File: src/rtl/uart_rx_deframer.sv
// Packet deframer behind uart_rx: SOF, LEN, LEN payload bytes, CHK.
// Payload goes out on a valid/ready stream; each frame ends in one frm_done or frm_err pulse.
module uart_rx_deframer #(
    parameter int              DATA_WIDTH     = 8,
    parameter logic [7:0]      SOF_BYTE       = 8'h7E,
    parameter int              MAX_LEN        = 64,
    parameter int              TIMEOUT_CYCLES = 20000
) (
    input  logic                  clk,
    input  logic                  rst,
    input  logic                  i_vld,
    input  logic [DATA_WIDTH-1:0] i_data,
    input  logic                  i_pc_pass,
    output logic                  o_rdy,
    output logic                  m_vld,
    output logic [DATA_WIDTH-1:0] m_data,
    output logic                  m_last,
    input  logic                  m_rdy,
    output logic                  frm_done,
    output logic                  frm_err,
    output logic [1:0]            err_code,
    output logic [1:0]            dbg_state
);

    // Handshakes: a byte moves on the input side when i_vld && o_rdy, and on the
    // payload side when m_vld && m_rdy, both at the rising clk edge.

    localparam int TW = $clog2(TIMEOUT_CYCLES + 1);
    localparam logic [DATA_WIDTH-1:0] SOF   = DATA_WIDTH'(SOF_BYTE);
    localparam logic [DATA_WIDTH-1:0] MAXL  = DATA_WIDTH'(MAX_LEN);
    localparam logic [TW-1:0]         T_END = TW'(TIMEOUT_CYCLES - 1);

    localparam logic [1:0] ERR_CHK    = 2'd0;
    localparam logic [1:0] ERR_PARITY = 2'd1;
    localparam logic [1:0] ERR_TIME   = 2'd2;
    localparam logic [1:0] ERR_LEN    = 2'd3;

    typedef enum logic [1:0] {
        HUNT    = 2'd0,
        LEN     = 2'd1,
        PAYLOAD = 2'd2,
        CHK     = 2'd3
    } state_t;

    state_t                state, n_state;
    logic [DATA_WIDTH-1:0] sum, n_sum;
    logic [DATA_WIDTH-1:0] count, n_count;
    logic [TW-1:0]         timer, n_timer;
    logic                  n_m_vld, n_m_last, n_done, n_err;
    logic [DATA_WIDTH-1:0] n_m_data;
    logic [1:0]            n_code;
    logic                  accept;

    assign o_rdy     = !(state == PAYLOAD && m_vld && !m_rdy);
    assign accept    = i_vld && o_rdy;
    assign dbg_state = state;

    always_ff @(posedge clk or negedge rst) begin
        if (!rst) begin
            state    <= HUNT;
            sum      <= '0;
            count    <= '0;
            timer    <= '0;
            m_vld    <= 1'b0;
            m_last   <= 1'b0;
            m_data   <= '0;
            frm_done <= 1'b0;
            frm_err  <= 1'b0;
            err_code <= '0;
        end else begin
            state    <= n_state;
            sum      <= n_sum;
            count    <= n_count;
            timer    <= n_timer;
            m_vld    <= n_m_vld;
            m_last   <= n_m_last;
            m_data   <= n_m_data;
            frm_done <= n_done;
            frm_err  <= n_err;
            err_code <= n_code;
        end
    end

    always_comb begin
        n_state  = state;
        n_sum    = sum;
        n_count  = count;
        n_timer  = '0;
        n_m_vld  = m_vld && !m_rdy;
        n_m_last = m_last && n_m_vld;
        n_m_data = m_data;
        n_done   = 1'b0;
        n_err    = 1'b0;
        n_code   = err_code;

        // Timer only runs while the frame is waiting on uart_rx, never while stalled downstream.
        if (state != HUNT && o_rdy) begin
            n_timer = timer + TW'(1);
            if (timer == T_END && !accept) begin
                n_state = HUNT;
                n_timer = '0;
                n_err   = 1'b1;
                n_code  = ERR_TIME;
            end
        end

        if (accept) begin
            n_timer = '0;
            if (state != HUNT && !i_pc_pass) begin
                n_state = HUNT;
                n_err   = 1'b1;
                n_code  = ERR_PARITY;
            end else begin
                case (state)
                    HUNT: begin
                        if (i_data == SOF && i_pc_pass) n_state = LEN;
                    end
                    LEN: begin
                        n_sum   = i_data;
                        n_count = i_data;
                        if (i_data > MAXL) begin
                            n_state = HUNT;
                            n_err   = 1'b1;
                            n_code  = ERR_LEN;
                        end else if (i_data == '0) begin
                            n_state = CHK;
                        end else begin
                            n_state = PAYLOAD;
                        end
                    end
                    PAYLOAD: begin
                        n_m_data = i_data;
                        n_m_vld  = 1'b1;
                        n_m_last = (count == DATA_WIDTH'(1));
                        n_sum    = sum + i_data;
                        n_count  = count - DATA_WIDTH'(1);
                        if (count == DATA_WIDTH'(1)) n_state = CHK;
                    end
                    CHK: begin
                        n_state = HUNT;
                        if (DATA_WIDTH'(sum + i_data) == '0) begin
                            n_done = 1'b1;
                        end else begin
                            n_err  = 1'b1;
                            n_code = ERR_CHK;
                        end
                    end
                    default: n_state = HUNT;
                endcase
            end
        end
    end

endmodule

File: config.mk
export PLATFORM = sky130hd
export DESIGN_NAME = uart_rx_deframer
export DESIGN_NICKNAME = d
export VERILOG_FILES = /design/src/rtl/uart_rx_deframer.sv
export SDC_FILE = /design/constraint.sdc
export NUM_CORES = 1
export LEC_CHECK = 0
export CAP_MARGIN = 0
export CORE_MARGIN = 2
export CORE_UTILIZATION = 29
export DETAILED_ROUTE_END_ITERATION = 12
export SLEW_MARGIN = 20
export SYNTH_ARGS = -nofsm -noshare
export SYNTH_HDL_FRONTEND = slang
export SYNTH_SLANG_ARGS = --single-unit
export TNS_END_PERCENT = 10
File: constraint.sdc
create_clock -name clk -period 2.9 [get_ports clk]
set_input_delay 0.58 -clock clk [delete_from_list [all_inputs] [get_ports clk]]
set_output_delay 0.58 -clock clk [all_outputs]
set_load 0.03 [all_outputs]
==> results of run 1 <==
## final cells by class
type                       instances  share of cell area [%]
tap                              133                    4.69
inverter                          16                    1.69
timing repair buffer              47                    11.8
clock inverter                     3                    1.30
clock buffer                       5                    1.94
multi-input combinational        231                    45.4
sequential                        47                    33.1
## worst reg2reg max path, stage by stage (launching register included)
cell and delay, ns:
dfrtp_1 0.39, ha_1 0.21, fa_1 0.43, a211oi_2 0.29
or3_4 0.20, o311ai_0 0.20, or3b_1 0.46, a211oi_2 0.22
## layer usage
| layer | wire [um] | share of wire [%] | vias up |
|---|---|---|---|
| met5 | 0 | 0 | - |
| li1 | - | - | 1193 |
| met4 | 63 | 0.91 | 0 |
| met1 | 3350 | 49 | 1160 |
| met3 | 195 | 2.8 | 9 |
| met2 | 3290 | 48 | 38 |
## repair_timing
item                       4_1_cts  5_1_grt
setup endpoints to repair        0        3
resized for setup                0        2
setup buffers                    0        0
hold buffers                     0        0
## path summary, 6_finish.rpt
check | endpoint | slack (ns)
max | err_code[1] | 0.1
min | timer[13] | 0.19
max reg2reg | err_code[1] | 0.43
min reg2reg | sum[6] | 0.50
max in group asynchronous | count[7] | 1.95
min in group clk | sum[6] | 0.50
## registers in the layout (all words and copies together) (netlist names)
signal / count
count: 8
dbg_state: 2
err_code: 2
frm_done: 1
frm_err: 1
m_data: 8
m_last: 1
m_vld: 1
sum: 8
timer: 15
## cells by family (layout without fill, tap and decap cells)
family                     Yosys count  in the layout
buffers and inverters               25             71
DFF                                 47             47
muxes                               12             12
xor gates and xnor gates            15             15
adders and majority gates           15             15
AOI/OAI and AO/OA                   71             71
and+or+nand+nor                    118            118
## per-stage QoR
stage	worst slack [ns]	instances	total power, mW	TNS (ns)
2_1_floorplan	0.377	303	2.12	0
3_3_place_gp	-0.155	474	2.64	-0.500
3_5_place_dp	-0.178	474	2.66	-0.677
4_1_cts	0.132	482	3.18	0
5_1_grt	0.0371	482	3.43	0
6_report	0.0993	482	3.16	0
## power groups by stage
stage                     combinational (mW)  sequential (mW)  clock [mW]
after floorplan                        0.942             1.17           0
after global placement                  1.60             1.04           0
after detailed placement                1.62             1.04           0
after CTS                               1.63             1.03       0.527
after global routing                    1.81             1.06       0.557
final                                   1.63             1.03       0.509
## cells in the final DEF (no fill, tap or decap), types with 4 or more instances in the layout
master and instances:
nor2b_1 8, xor2_1 9, buf_4 18, and3_1 4, nand3_1 5, a21oi_1 15
nand2_1 24, o22a_1 5, dfrtp_1 47, nor3_1 6, ha_1 14, nor2_1 32
clkdlybuf4s50_1 28, mux2_2 9, a31oi_1 5, nor4_1 4, xnor2_1 6, o21ai_0 11
clkbuf_8 5, nor3b_1 5, inv_1 16
==> impl_metrics.toml, run 1 <==
[layout]
layout.nets = 376
final_area_um2 = 3550
final_util_pct = 36.6
multi_input_area_um2 = 1610
n_fill_cell = 1001
n_antenna_cell = 0
layout-drive-gt1-share_pct = 13.2
area_delta_synth_final_pct = 23.5
ff_latch_area_um2 = 1180

[routing]
drt_pass1_iterations = 4
detail-route-antenna-nets = 0
wl_per_cell_um = 14.3
drt_iter0_markers = 88
drc = 0
wl_um = 6900
num_vias = 2400
viasPerCell = 4.98

[timing]
tightest_slew_ns = 0.821
max_freq_mhz = 357
hold_violations = 0
finalClockSkew_ns = 0.00442
period_share_pct = 96.6
max-slew-margin-rel_pct = 44.6
whs_ns = 0.195
drv_slew = 0
setup_viol = 0
fin_crit_ns = 2.80
grt_setup_unrepaired = "false"

[synth]
yosys.area.top_type_share_pct = 40.9
synth_nets = 331
synth_area_um2 = 2870
synth_top_area_cell = "dfrtp_1"
synth_compound_area_share_pct = 17.9
synth_edf_count = 0
synth_flop_cell = "dfrtp_1"
yosysMostFrequentCell = "dfrtp_1"
synth_fa_ha_area_share_pct = 6.79
syn_area_per_cell_um2 = 9.48
synth_top_family_by_area = "simple AND/OR/NAND/NOR gates"
yosys_warnings = 0
synth_xor_area_share_pct = 4.57
yosysSeqAreaShare_pct = 40.9
synth.distinct_cells = 61
synth_cells = 303
synth.area.top_cells = "dfrtp_1, ha_1, nor2_1"
synthArstFlopShare_pct = 100
synth-seq-cells = 47
synth-simple-area-share_pct = 21.9
synth_mux_area_share_pct = 4.57
netlist_top_cells_count = "dfrtp_1, nor2_1, nand2_1"

[worst_setup_path]
worstPathCellList = "clkdlybuf4s50_1 > ha_1 > fa_1 > a211oi_2 > or3_4 > o311ai_0 > or3b_1 > a211oi_2"
path_class = "input port to register"
rr_startpoint = "sum[0]"
crit_start = "i_data[0]"
crit_path_frequent_cell = "a211oi_2"
crit_buf_inv = 1
reg2regPathDepth = 7
critPathSlowestCell = "or3b_1"
crit_cells = 8
cp_max_fo = 3
crit_path_end_kind = "register"
start_kind = "input port"
path_delay_family = "compound AO/OA/AOI/OAI gates"
worstPathArrival_ns = 3.03
cp_slowest_stage_delay_ns = 0.46
worstPathRequired_ns = 3.13

[floorplanning]
rows = 36
design.die.area_um2 = 10700
start_util_pct = 29.7
ioPinCount = 30
die_x_um = 104
core-area_um2 = 9680
die_y_um = 104

[clock_tree]
cts_buffers = 5
cts-root-buf = "clkbuf_8"
clock-sinks = 47
htree_levels = 2
clk_pin_slew_ns = 0.10
clock_latency_ns = 0.31
cts_buffer_depth = 2
cts_tree = "yes"

[global_routing]
grt_max_degree = 30
grt_overflow = 0
gr-usage-met1_pct = 18.4
track_usage_pct = 13.3
first_global_vias = 2366
grt_use_met3_pct = 2.33
met2_usage_pct = 21.9
antenna_found_initial = 0
grt_busiest_layer = "met2"
grt_pass1_wl_um = 11800

[power]
combPwrFrac_pct = 51.4
peakVddDrop_mv = 0.401
sw_frac_of_total_pct = 42.0
intPower_mw = 1.83
p_per_area_nw_per_um2 = 891
netSwitchingPower_mw = 1.33
p_clk_share_pct = 16.1
power.share.sequential_pct = 32.5
p_leak_nw = 1.47

[placed_design]
dpl.hpwl_um = 5250
placed_cell_area_um2 = 3430
place_congestion = 0.862
io_buffers = 29

[run]
max_cap_violations = 0

[outcome]
run_status = "completed"

[hold_path]
holdCritPathClass = "input port to async pin"
(Power assumes the default switching activity.)
==> run 2, diff against run 1 <==
- CTS_CLUSTER_SIZE: unset -> 16
- clock period: 2.9 -> 2.7 ns (I/O delays scaled with it)
==> run 2 against run 1 <==
Effect of this change: die area did not move; clock skew increased by 0.0069 ns; sequential cell count unchanged.
==> impl_metrics.toml, run 2 (synthesis gave the netlist of run 1 again) <==
[worst_setup_path]
path_class = "input port to register"
cp_max_fo = 5
ff2ff_setup_slack_ns = 0.19
crit_path_end_kind = "register"
rr_startpoint = "sum[0]"
crit_start = "i_data[2]"
timing.rr.end = "err_code[1]"
reg2regPathDepth = 7
worstPathRequired_ns = 2.93
start_kind = "input port"
worstPathArrival_ns = 2.86

[routing]
drc = 0
num_vias = 2455
wl_um = 7150
drt_iter0_markers = 126
drt_pass1_iterations = 4
wl_per_cell_um = 14.5
detail-route-antenna-nets = 0
viasPerCell = 4.97

[timing]
max_freq_mhz = 380
fin_ws_ns = 0.0676
hold_violations = 0
max-slew-margin-rel_pct = 56.9
finalClockSkew_ns = 0.0114
tightest_slew_ns = 0.637
drv_slew = 0
fin_crit_ns = 2.63
period_share_pct = 97.5
setup_viol = 0
fin_tns_setup_ns = 0

[layout]
ff_latch_area_um2 = 1180
layout.nets = 388
layout-drive-gt1-share_pct = 17.7
final_util_pct = 38.0
largest_register = "timer"
most-common-layout-cells = "dfrtp_1, nor2_1, buf_4"
multi_input_area_um2 = 1650
area_delta_synth_final_pct = 28.1
n_fill_cell = 980
n_antenna_cell = 0
largest_register_ffs = 15
layout_commonest_cell = "dfrtp_1"

[placed_design]
pre_cts_ws_ns = -0.386
dpl.hpwl_um = 5430
io_buffers = 29
place_congestion = 0.860

[clock_tree]
cts-root-buf = "clkbuf_8"
ctsHoldBuffers = 0
clock-sinks = 47
htree_levels = 2
cts_buffers = 5
clk_pin_slew_ns = 0.10
clock_latency_ns = 0.30
cts_tree = "yes"
cts_buffer_depth = 2

[global_routing]
antenna_found_initial = 0
grt_pass1_wl_um = 12300
grt_overflow = 0
grt_max_degree = 28
first_global_vias = 2500
track_usage_pct = 13.8

[power]
sw_frac_of_total_pct = 41.8
combPwrFrac_pct = 53.9
netSwitchingPower_mw = 1.49
power.share.sequential_pct = 30.9
intPower_mw = 2.08
peakVddDrop_mv = 0.420
p_clk_share_pct = 15.2
p_leak_nw = 1.55
p_per_area_nw_per_um2 = 971

[floorplanning]
die_y_um = 104
start_util_pct = 29.7
design.die.area_um2 = 10700
ioPinCount = 30
core-area_um2 = 9680
die_x_um = 104
rows = 36

[outcome]
run_status = "completed"

[run]
max_cap_violations = 0

[hold_path]
holdCritPathClass = "input port to async pin"
-- run 2: cell count changes in the layout (fill, tap and decap cells not counted), sizes merged --
cell,before,now
clkdlybuf4s50,28,26
buf,19,31
dlymetal6s2s,0,2
-- run 2: worst max-delay path, stage by stage --
cell,delay (ns)
clkdlybuf4s50_1,0.44
ha_1,0.42
a211oi_2,0.13
or3_4,0.41
a221oi_4,0.29
or3b_4,0.42
a211oi_2,0.21
-- run 2: worst max-delay path by stage --
stage          cells past startpoint  slack [ns]          end
2_1_floorplan                      7        0.22  err_code[1]
3_3_place_gp                       8       -0.32  err_code[1]
3_5_place_dp                       8       -0.39     frm_done
4_1_cts                            8      -0.004  err_code[1]
5_1_grt                            7      -0.003     frm_done
6_report                           7        0.07  err_code[1]
-- run 2: metal layers --
metal | part of all wire (%) | up-vias | GRT usage (%) | wire, um
met5 | 0 | - | 0 | 0
li1 | - | 1216 | - | -
met4 | 1.8 | 0 | 3.67 | 131
met3 | 3.3 | 8 | 2.89 | 234
met2 | 48 | 48 | 22.5 | 3420
met1 | 47 | 1183 | 18.6 | 3370
-- run 2: final cells by class --
type	count	area share, %
tap	133	4.52
inverter	16	1.63
sequential	47	32.0
multi-input combinational	231	44.7
timing repair buffer	59	14.0
clock inverter	3	1.26
clock buffer	5	1.87
-- run 2: power by group through the flow --
stage                     clock network [mW]  registers, mW  logic, mW
after floorplan                            0           1.26       1.01
after global placement                     0           1.12       1.81
after detailed placement                   0           1.12       1.85
after CTS                              0.560           1.11       1.86
after global routing                   0.600           1.14       2.11
final                                  0.543           1.10       1.93
-- run 2: through the flow --
| stage | hold slack [ns] | std cells | instance area [um^2] | total power, mW |
|---|---|---|---|---|
| after detailed placement | 0.483 | 486 | 3520 | 2.97 |
| after CTS | 0.182 | 494 | 3640 | 3.53 |
| after global routing | 0.193 | 494 | 3680 | 3.86 |
| after global placement | 0.471 | 486 | 3520 | 2.93 |
| after floorplan | 0.244 | 303 | 2870 | 2.27 |
| final | 0.163 | 494 | 3680 | 3.57 |
-- run 2: timing repair --
| item | in CTS | in global routing |
|---|---|---|
| pin swaps | 0 | 4 |
| endpoints found under the setup margin | 4 | 5 |
| resized for setup | 3 | 10 |
| setup buffers | 0 | 0 |
==> run 3, diff against run 2 <==
- CAP_MARGIN: 0 -> unset
- CORE_MARGIN: 2 -> 3
- CORE_UTILIZATION: 29 -> 40
==> run 3 against run 2 <==
Effect of this change: die area decreased by 23%; critical path depth unchanged; worst hold slack got worse by 0.12 ns; utilization increased by 15 points; count of clock-buffer cells in the layout unchanged; power decreased by 2.0%; wire length decreased by 0.92%; cell area decreased by 1.6%; register-to-register slack improved by 0.10 ns; largest power group unchanged.
==> impl_metrics.toml, run 3 (synthesis gave the netlist of run 1 again) <==
[routing]
drt_pass1_iterations = 4
detail-route-antenna-nets = 0
wl_per_cell_um = 15.4
drc = 0
wl_um = 7090
num_vias = 2436
drt_iter0_markers = 146
viasPerCell = 5.30

[power]
peakVddDrop_mv = 0.599
p_per_area_nw_per_um2 = 967
total_power_mw = 3.50
p_leak_nw = 1.55

[floorplanning]
core-area_um2 = 6870
rows = 30
ioPinCount = 30
start_util_pct = 41.8
design.die.area_um2 = 8230
die_y_um = 90.7
die_x_um = 90.7

[worst_setup_path]
cp_max_fo = 5
rr_startpoint = "sum[0]"
path_class = "input port to register"
worstPathArrival_ns = 2.76
reg2regPathDepth = 7
worstPathRequired_ns = 2.93
start_kind = "input port"
ff2ff_setup_slack_ns = 0.29
crit_path_end_kind = "register"
timing.rr.end = "err_code[1]"

[clock_tree]
cts_buffer_depth = 2
clock-sinks = 47
cts_tree = "yes"
clock_latency_ns = 0.31
ctsHoldBuffers = 0
clk_pin_slew_ns = 0.10
htree_levels = 2
cts-root-buf = "clkbuf_8"
cts_buffers = 5

[global_routing]
grt_pass1_wl_um = 11900
grt_overflow = 0
track_usage_pct = 17.7
grt_max_degree = 27
antenna_found_initial = 0
first_global_vias = 2386

[timing]
grt_setup_unrepaired = "false"
whs_ns = 0.0389
period_share_pct = 93.8
fin_tns_setup_ns = 0
hold_violations = 0
max_freq_mhz = 395
max-slew-margin-rel_pct = 56.5
drv_slew = 0
tightest_slew_ns = 0.642
fin_ws_ns = 0.168
finalClockSkew_ns = 0.00982
setup_viol = 0
fin_crit_ns = 2.53

[layout]
layout.nets = 391
most-common-layout-cells = "dfrtp_1, buf_4, nor2_1"
n_fill_cell = 652
multi_input_area_um2 = 1630
largest_register_ffs = 15
area_delta_synth_final_pct = 26.1
layout-drive-gt1-share_pct = 18.1
ff_latch_area_um2 = 1180
largest_register = "timer"
n_antenna_cell = 0
layout_commonest_cell = "dfrtp_1"

[placed_design]
io_buffers = 29
pre_cts_ws_ns = -0.361
dpl.hpwl_um = 5340
place_congestion = 0.863

[hold_path]
holdCritPathClass = "input port to async pin"

[run]
max_cap_violations = 0

[outcome]
run_status = "completed"
run 3: cell count changes in the layout (fill, tap and decap cells not counted), sizes merged:
cell    change
buf         +3
bufinv      -1
inv         +1
run 3: layout make-up:
class                   count  area share, %
clock buffers               5           1.90
clock inverters             3          0.691
inverters                  16           1.66
multi-input cells         231           45.1
flip-flops and latches     47           32.5
well taps                  96           3.32
repair buffers             62           14.9
run 3: how the worst max path moves through the flow:
stage / slack [ns] / endpoint / start
2_1_floorplan: 0.22 / err_code[1] / i_data[0]
3_3_place_gp: -0.30 / err_code[1] / i_data[0]
3_5_place_dp: -0.36 / frm_done / i_data[0]
4_1_cts: -0.03 / err_code[1] / i_data[0]
5_1_grt: 0.05 / err_code[1] / i_data[2]
6_report: 0.17 / err_code[1] / i_data[2]
run 3: power by group:
part	switching [mW]	internal (mW)	total, mW
sequential	0.177	0.924	1.10
clock	0.270	0.189	0.459
combinational	1.05	0.890	1.94
run 3: critical path, cell delays in order:
cell	delay, ns
clkdlybuf4s50_1	0.43
ha_1	0.41
a211oi_4	0.11
or3_4	0.39
a221oi_2	0.26
or3b_4	0.41
a211oi_2	0.21
run 3: what timing repair did:
action                                  4_1_cts  5_1_grt
pin swaps                                     0        4
resized for setup                             1       11
endpoints found under the setup margin        3        6
buffers inserted                              0        1
run 3: routing by layer:
| metal | up-vias | share of wire [%] | track usage [%] |
|---|---|---|---|
| li1 | 1219 | - | - |
| met1 | 1143 | 49 | 25.2 |
| met2 | 65 | 45 | 27.5 |
| met3 | 9 | 4.5 | 3.33 |
| met4 | 0 | 1.4 | 4.34 |
| met5 | - | 0 | 0 |
run 3: through the flow:
| stage | util (%) | std cells | area [um^2] |
|---|---|---|---|
| finish | 52.7 | 460 | 3620 |
| detailed placement | 50.8 | 451 | 3490 |
| global route | 52.7 | 460 | 3620 |
| floorplan | - | 303 | 2870 |
| global placement | 50.8 | 451 | 3490 |
| CTS | 52.2 | 459 | 3590 |
